**src/rtl/raster_scan_gen.sv**
```systemverilog
// ============================================================================
// Module      : raster_scan_gen
// Description : Raster-order pixel source with x/y, background colour and
//               valid/sof/eol framing. Define RASTER_TEST_PATTERN_EN to get
//               8 vertical colour bars on active pixels instead of BG_*.
// Revision    : 1.0 - initial release
// ============================================================================
`default_nettype none

module raster_scan_gen #(
    parameter int          H_ACTIVE = 640,
    parameter int          V_ACTIVE = 480,
    parameter int          H_BLANK  = 160,
    parameter int          V_BLANK  = 45,
    parameter logic [7:0]  BG_R     = 8'h00,
    parameter logic [7:0]  BG_G     = 8'h00,
    parameter logic [7:0]  BG_B     = 8'h00
) (
    input  logic        clk,
    input  logic        rst_n,
    input  logic        en,
    output logic [10:0] x,
    output logic [11:0] y,
    output logic [7:0]  r,
    output logic [7:0]  g,
    output logic [7:0]  b,
    output logic        valid,
    output logic        sof,
    output logic        eol
);

    localparam logic [9:0]  c_h_active = 10'(H_ACTIVE);
    localparam logic [9:0]  c_h_eol    = 10'(H_ACTIVE - 1);
    localparam logic [9:0]  c_h_last   = 10'(H_ACTIVE + H_BLANK - 1);
    localparam logic [10:0] c_v_active = 11'(V_ACTIVE);
    localparam logic [10:0] c_v_last   = 11'(V_ACTIVE + V_BLANK - 1);

    logic [9:0]  h_cnt_q, h_cnt_d;
    logic [10:0] v_cnt_q, v_cnt_d;
    logic        line_end;
    logic        active;
    logic [7:0]  act_r, act_g, act_b;

    assign line_end = (h_cnt_q == c_h_last);
    assign active   = (h_cnt_q < c_h_active) && (v_cnt_q < c_v_active);

    always_comb begin
        h_cnt_d = h_cnt_q + 10'd1;
        v_cnt_d = v_cnt_q;
        if (line_end) begin
            h_cnt_d = 10'd0;
            v_cnt_d = (v_cnt_q == c_v_last) ? 11'd0 : v_cnt_q + 11'd1;
        end
    end

    always_ff @(posedge clk) begin
        if (!rst_n) begin
            h_cnt_q <= 10'd0;
            v_cnt_q <= 11'd0;
        end else if (en) begin
            h_cnt_q <= h_cnt_d;
            v_cnt_q <= v_cnt_d;
        end
    end

`ifdef RASTER_TEST_PATTERN_EN
    localparam logic [9:0] c_bar_last = 10'(H_ACTIVE / 8 - 1);

    // Bar index tracks h_cnt_q; bar 7 absorbs any remainder and the blanking.
    logic [2:0] bar_q, bar_d;
    logic [9:0] bar_cnt_q, bar_cnt_d;

    always_comb begin
        bar_d     = bar_q;
        bar_cnt_d = bar_cnt_q;
        if (line_end) begin
            bar_d     = 3'd0;
            bar_cnt_d = 10'd0;
        end else if (bar_q != 3'd7) begin
            if (bar_cnt_q == c_bar_last) begin
                bar_d     = bar_q + 3'd1;
                bar_cnt_d = 10'd0;
            end else begin
                bar_cnt_d = bar_cnt_q + 10'd1;
            end
        end
    end

    always_ff @(posedge clk) begin
        if (!rst_n) begin
            bar_q     <= 3'd0;
            bar_cnt_q <= 10'd0;
        end else if (en) begin
            bar_q     <= bar_d;
            bar_cnt_q <= bar_cnt_d;
        end
    end

    assign act_r = {8{bar_q[2]}};
    assign act_g = {8{bar_q[1]}};
    assign act_b = {8{bar_q[0]}};
`else
    assign act_r = BG_R;
    assign act_g = BG_G;
    assign act_b = BG_B;
`endif

    always_ff @(posedge clk) begin
        if (!rst_n) begin
            x     <= 11'd0;
            y     <= 12'd0;
            r     <= 8'd0;
            g     <= 8'd0;
            b     <= 8'd0;
            valid <= 1'b0;
            sof   <= 1'b0;
            eol   <= 1'b0;
        end else if (en) begin
            x     <= {1'b0, h_cnt_q};
            y     <= {1'b0, v_cnt_q};
            r     <= active ? act_r : 8'd0;
            g     <= active ? act_g : 8'd0;
            b     <= active ? act_b : 8'd0;
            valid <= active;
            sof   <= active && (h_cnt_q == 10'd0) && (v_cnt_q == 11'd0);
            eol   <= active && (h_cnt_q == c_h_eol);
        end
    end

endmodule

`default_nettype wire

```
**config.mk**
```make
export PLATFORM = sky130hd
export DESIGN_NAME = raster_scan_gen
export DESIGN_NICKNAME = d
export VERILOG_FILES = /design/src/rtl/raster_scan_gen.sv
export SDC_FILE = /design/constraint.sdc
export NUM_CORES = 1
export LEC_CHECK = 0
export ABC_AREA = 1
export CAP_MARGIN = 30
export CORE_MARGIN = 4
export CORE_UTILIZATION = 35
export CTS_CLUSTER_DIAMETER = 80
export CTS_CLUSTER_SIZE = 10
export DETAILED_ROUTE_END_ITERATION = 10
export PLACE_DENSITY_LB_ADDON = 0.05
export REMOVE_ABC_BUFFERS = 1
export SYNTH_ARGS = -nofsm -noshare
export SYNTH_HDL_FRONTEND = slang
export SYNTH_SLANG_ARGS = --single-unit
```
**constraint.sdc**
```tcl
create_clock -name clk -period 3.8 [get_ports clk]
set_clock_uncertainty 0.2 [all_clocks]
set_input_delay 0.76 -clock clk [delete_from_list [all_inputs] [get_ports clk]]
set_output_delay 0.76 -clock clk [all_outputs]
set_load 0.02 [all_outputs]
```
# Word-level counts from Yosys, hierarchy flattened

Index checks and enable logic that the tools add are counted.

Mux-type cells: 2
$add $sub $neg: 2
Order comparisons: 2
Reduce and logical (&&, ||, !) cells: 7
Equal/unequal tests: 3

Operator list:

| cell                                                                          | number |
|---|---|
| 10-bit equality test, second input constant                                   | 2 |
| 11-bit by 1-bit adder with 11-bit output, second input constant               | 1 |
| 11-bit by 10-bit equality test with 1-bit output, second input constant       | 1 |
| 11-bit logical NOT                                                            | 1 |
| 11-bit by 9-bit less-than comparator with 1-bit output, second input constant | 1 |
| 11-bit two-way mux                                                            | 1 |
| 10-bit by 1-bit adder with 10-bit output, second input constant               | 1 |
| 10-bit logical NOT                                                            | 1 |
| 10-bit less-than comparator, second input constant                            | 1 |
| 10-bit two-way mux                                                            | 1 |
| 1-bit logical AND                                                             | 4 |
| 2-bit AND reduction                                                           | 1 |

Output and inout bits: 50
Flip-flop bits (word level): 45

# Depth between registers and ports, before layout

Gate-level depths: netlist of run 1.

Word-level depth: 4
Mapped depth: 10

# Worst setup path after synthesis of run 1

Ideal clock, no wire load.

Kind: input port to flip-flop
Start: input port en
End: register y[0]
Slack: 1997 ps
Stages: 4
Data arrival time: 1470 ps
Required time: 3467 ps
Setup time: 133 ps
Cells stage by stage: clkbuf_2 -> buf_2 -> clkbuf_1 -> a21oi_1

RTL lines:

| item                 | RTL line | source |
|---|---|---|
| from (decl)          | 21       | `input logic en,` |
| to (signal assigned) | 120      | `y <= {1'b0, v_cnt_q};` |
| to (decl)            | 23       | `output logic [11:0] y,` |

No word-level cell between the ends.

# Worst setup path in the final report of run 1

Start: input port rst_n
End: register h_cnt_q[4]

RTL lines:

| item                 | RTL line | source |
|---|---|---|
| from (decl)          | 20       | `input logic rst_n,` |
| to (signal assigned) | 61       | `h_cnt_q <= h_cnt_d;` |
| to (decl)            | 38       | `logic [9:0] h_cnt_q, h_cnt_d;` |

No word-level cell between the ends.

==> metrics, run 1 <==
outcome=completed; initial antenna violation count=0; top cell type's share of synthesized area=0.387; area leader, netlist=dfxtp_1; YS warnings=0; worst-path fanout max=16; Final Hold Viols=0; DR WL/cell=12.4 µm; min-delay worst type=flip-flop to flip-flop; DP HPWL=3900 µm; EDFF count, synth=0; vias in the first global route=1806; post-synthesis cell count=324; commonest cells in the netlist=nand2_1 (75), dfxtp_1 (45), inv_1 (34); TritonCTS clock tree=done; vias after detailed routing=1964; die width=89.6 µm; worst-margin pin slew=0.568 ns; Post-synth ARST share=0; drt total wl=5290 µm; Critical Path RT=3.82 ns; Post-DRT Antenna Nets=0; CTS buffer count=5; synthesized cell area=2330 µm²; Lkg Pwr=1.19 nW; final-report max-slew violation count=0; die height=89.6 µm; critical path type=input pin to flip-flop; worst-skew pair later-pin latency=0.30 ns; Setup TNS=0 ns; P per Cell Area=354 nW/µm²; I/O Buffers=26; clock root buffer=clkbuf_8; Ports=53; drt drc=0; DR pass1 iterations=5; GR Overflow Total=0; Tmin final=2.31 ns; # resized after CTS=0; #FFs+latches synth=45; CTS Sinks=45; most common cell in the synthesized netlist=nand2_1; Clock Path Buffers=2; Max-Cap Viols=0; Syn-to-layout area delta=14.1%; Final nets=355; hold_buf cts=0; Arr. time, crit path=2.33 ns; IR Drop Worst-Case VDD=0.133 mV; setup violators final=0; largest net degree at the start of global routing=34; initial core utilization=0.363; row count=29; CP startpoint kind=input pin; Die ar.=8030 µm²; Main synth FF type=dfxtp_1; # diodes=0; core box area=6420 µm²; Max-slew headroom=0.620; Core Util, Final=0.414; unrepaired setup endpoints after global routing=false; routed vias/inst=4.61; share of cells above drive strength 1=0.0659; Starting DRT DRC Count=78; CP endpoint kind=flip-flop; largest cells by area after synthesis=dfxtp_1 (39%), nand2_1 (12%), buf_4 (8.4%), a21oi_1 (7.1%), inv_1 (5.5%); sequential share of the synthesized area=0.387; maximum clock rate=0.433 GHz; Final GP Congestion=0.806; post-synth cell types=28; post-CTS setup buffers=0; Reg clk slew, reported paths=0.09 ns; syn avg cell area=7.19 µm²; global-route wire length before repair=8760 µm; All-Layer GR Usage=0.141; H-tree depth=2; crit share post-route=0.608
-- cell usage in the layout (no fill, tap or decap), drive strengths merged --
master         instances
conb                  26
xor2                   5
clkdlybuf4s50         25
nor3                  10
clkbuf                 7
inv                   36
nand4                  8
clkinv                 1
a211oi                 2
a21oi                 33
dfxtp                 45
o21ai                 18
nand3                 21
nor3b                  1
ha                     4
buf                    3
nand2                 80
nor2                  24
-- metrics by stage --
step                instances  setup slack [ns]  total power, mW  instance area [µm²]  hold slack [ns]
detailed placement        418              1.17            0.610                 2550            0.254
CTS                       426              1.47            0.955                 2660            0.268
floorplan                 313              2.23            0.564                 2190            0.238
global placement          418              1.23            0.609                 2550            0.249
global route              426              1.35            0.983                 2660            0.282
finish                    426              1.49            0.940                 2660            0.264
-- critical path: stages --
cell and delay, ns:
clkdlybuf4s50_1 0.83, inv_1 0.41, a211oi_1 0.32
-- area by class of cell --
cell class,instances,area (µm²)
Clock buffer,7,96.3
Clock inverter,1,8.76
Fill cell,712,3760
Inverter,36,135
Multi-Input combinational cell,232,1150
Sequential cell,45,901
Tap cell,77,96.3
Timing Repair Buffer,28,270
-- sequential cells by signal, indices dropped and copies added (netlist names) --
| signal | count |
|---|---|
| sof | 1 |
| v_cnt_q | 11 |
| eol | 1 |
| x | 10 |
| y | 11 |
| valid | 1 |
| h_cnt_q | 10 |
-- cell families after synthesis --
group	after synthesis	synth area share
buffers and inverters	72	0.160
XOR/XNOR	5	0.0188
AO/OA/AOI/OAI	53	0.116
other	1	0.00161
AND/OR/NAND/NOR	144	0.295
adder cells (fa/ha/maj)	4	0.0215
flip-flops	45	0.387
-- routing by layer --
layer / global-route usage / routed length [µm] / vias to the layer above
li1: - / - / 1038
met1: 0.190 / 2570 / 884
met2: 0.227 / 2490 / 37
met3: 0.0274 / 179 / 5
met4: 0.0447 / 51 / 0
met5: 0 / 0 / -
-- power by group --
group | total [mW] | switching [mW] | leakage [nW] | internal (mW)
Combinational | 0.107 | 0.0736 | 0.765 | 0.0334
Clock | 0.341 | 0.173 | 0.0549 | 0.168
Sequential | 0.491 | 0.00683 | 0.367 | 0.484
Total | 0.940 | 0.254 | 1.19 | 0.686
-- worst paths after layout --
| path | startpoint | end | slack (ns) | cells after the start |
|---|---|---|---|---|
| min reg2reg | x[5] | x[5] | 0.26 | 2 |
| max reg2reg | h_cnt_q[0] | v_cnt_q[10] | 1.97 | 10 |
| max | rst_n | h_cnt_q[4] | 1.49 | 3 |
| min | x[5] | x[5] | 0.26 | 2 |
(Power assumes the default switching activity.)
==> run 2, diff against run 1 <==
clock period = 1.9 ns   (was 3.8 ns; I/O delays follow)
==> metrics, run 2 (synthesized netlist as in run 1, its figures left out) <==
Worst Reg-to-Reg Cells=10 (unchanged); commonest non-fill, non-tap cell in the layout=nand2_1 (unchanged); Post-DRT Antenna Nets=0 (unchanged); leading cell types in the layout, fill and taps excluded=nand2_1 (75), dfxtp_1 (45), inv_1 (34) (unchanged); Critical Path RT=1.32 ns (was 3.82 ns); CP endpoint=y[3] (was h_cnt_q[4]); Final GP Congestion=0.838 (was 0.806); launch point of the worst reg-to-reg path=h_cnt_q[0] (unchanged); hold_buf cts=0 (unchanged); initial antenna violation count=0 (unchanged); outcome=completed (unchanged); post-CTS setup buffers=0 (unchanged); CP startpoint kind=flip-flop (was input pin); Arr. time, crit path=1.24 ns (was 2.33 ns); Power, Total=1.81 mW (was 0.940 mW); GR Overflow Total=0 (unchanged); All-Layer GR Usage=0.144 (was 0.141); worst r2r dst=v_cnt_q[1] (was v_cnt_q[10]); setup violators final=0 (unchanged); largest net degree at the start of global routing=18 (was 34); CP bufs+invs=1 (was 2); clock root buffer=clkbuf_8 (unchanged); slowest cell on the critical path=clkdlybuf4s50_1 (unchanged); crit share post-route=0.958; CTS buffer count=5 (unchanged); global-route wire length before repair=8830 µm (was 8760 µm); CP Launch Point=y[3] (was rst_n); worst-path fanout max=2 (was 16); drt drc=0 (unchanged); Clock Path Buffers=2 (unchanged); routed vias/inst=4.65 (was 4.61); Fillers=690 (was 712); Core Util, Final=0.416 (was 0.414); DR pass1 iterations=4 (was 5); drt total wl=5340 µm (was 5290 µm); worst-skew pair later-pin latency=0.30 ns (about the same); Max-Cap Viols=0 (unchanged); vias in the first global route=1907 (was 1806); Critical Path Stages=1 (was 3); Top delay family on crit path=buffers and inverters (unchanged); critical path type=flip-flop to primary output (was input pin to flip-flop); Max-slew headroom=0.600 (was 0.620); share of cells above drive strength 1=0.0739 (was 0.0659); unrepaired setup endpoints after global routing=false (unchanged); Syn-to-layout area delta=14.7% (was 14.1%); crit path cell chain=clkdlybuf4s50_1 (was clkdlybuf4s50_1 > inv_1 > a211oi_1); Setup TNS=0 ns (unchanged); Lkg Pwr=1.19 nW (about the same); vias after detailed routing=1994 (was 1964); largest registers=v_cnt_q: 11 flops, y: 11 flops (unchanged); initial core utilization=0.363 (unchanged); Tmin final=1.82 ns; Ports=53 (unchanged); CP endpoint kind=primary output (was flip-flop); IR Drop Worst-Case VDD=0.329 mV (was 0.133 mV); I/O Buffers=26 (unchanged); Die ar.=8030 µm² (unchanged); r2r setup slk=0.16 ns (was 1.97 ns); crit-path max cell delay=0.61 ns (was 0.83 ns); maximum clock rate=0.550 GHz; DR WL/cell=12.5 µm (was 12.4 µm); # diodes=0 (unchanged); P per Cell Area=677 nW/µm² (was 354 nW/µm²); final-report max-slew violation count=0 (unchanged); TritonCTS clock tree=done (unchanged); die height=89.6 µm (unchanged); DP HPWL=4050 µm (was 3900 µm); CTS Sinks=45 (unchanged); worst-margin pin slew=0.599 ns (was 0.568 ns); Final Hold Viols=0 (unchanged); min-delay worst type=flip-flop to flip-flop (unchanged); core box area=6420 µm² (unchanged); H-tree depth=2 (unchanged); Starting DRT DRC Count=61 (was 78); Final nets=359 (was 355); row count=29 (unchanged); die width=89.6 µm (unchanged); Reg clk slew, reported paths=0.08 ns (was 0.09 ns)
[run 2: cell count changes in the layout (fill, tap and decap cells not counted)]
cell / change
ha_2: +1
inv_6: -1
clkbuf_1: +1
buf_4: +4
ha_1: -1
clkbuf_8: -1
[run 2: metal layers]
metal | global-route usage | routed length [µm] | vias to the layer above
met3 | 0.0274 | 223 | 4
met5 | 0 | 0 | -
met2 | 0.240 | 2540 | 46
met1 | 0.185 | 2550 | 898
li1 | - | - | 1046
met4 | 0.0528 | 32 | 0
[run 2: how the worst min path moves through the flow]
stage	from	endpoint	slack [ns]	cells after the start
6_report	x[2]	x[2]	0.26	2
3_5_place_dp	x[2]	x[2]	0.25	2
5_1_grt	x[5]	x[5]	0.29	2
4_1_cts	x[2]	x[2]	0.26	2
2_1_floorplan	v_cnt_q[9]	v_cnt_q[9]	0.24	2
3_3_place_gp	x[6]	x[6]	0.25	2
[run 2: metrics by stage]
| stage | cell area [µm²] | std cells | hold slack (ns) | setup slack [ns] |
|---|---|---|---|---|
| floorplan | 2190 | 313 | 0.238 | 0.335 |
| global placement | 2580 | 422 | 0.250 | 0.105 |
| detailed placement | 2580 | 422 | 0.250 | 0.0632 |
| CTS | 2670 | 429 | 0.263 | 0.0589 |
| global route | 2670 | 429 | 0.288 | 0.0155 |
| finish | 2670 | 429 | 0.260 | 0.0804 |
[run 2: power by group]
part,internal [mW],switching (mW),total [mW]
clock network,0.289,0.317,0.606
logic,0.0721,0.148,0.220
registers,0.969,0.0136,0.982
[run 2: repair_timing]
action                     CTS  global route
resized for setup            0             1
hold endpoints to repair     0             0
setup endpoints to repair    0             1
[run 2: layout make-up]
type / instances / area (µm²) / area share
multi-input combinational: 232 / 1150 / 0.431
sequential: 45 / 901 / 0.337
timing repair buffer: 32 / 300 / 0.112
inverter: 36 / 135 / 0.0506
tap: 77 / 96.3 / 0.0361
clock buffer: 7 / 86.3 / 0.0323
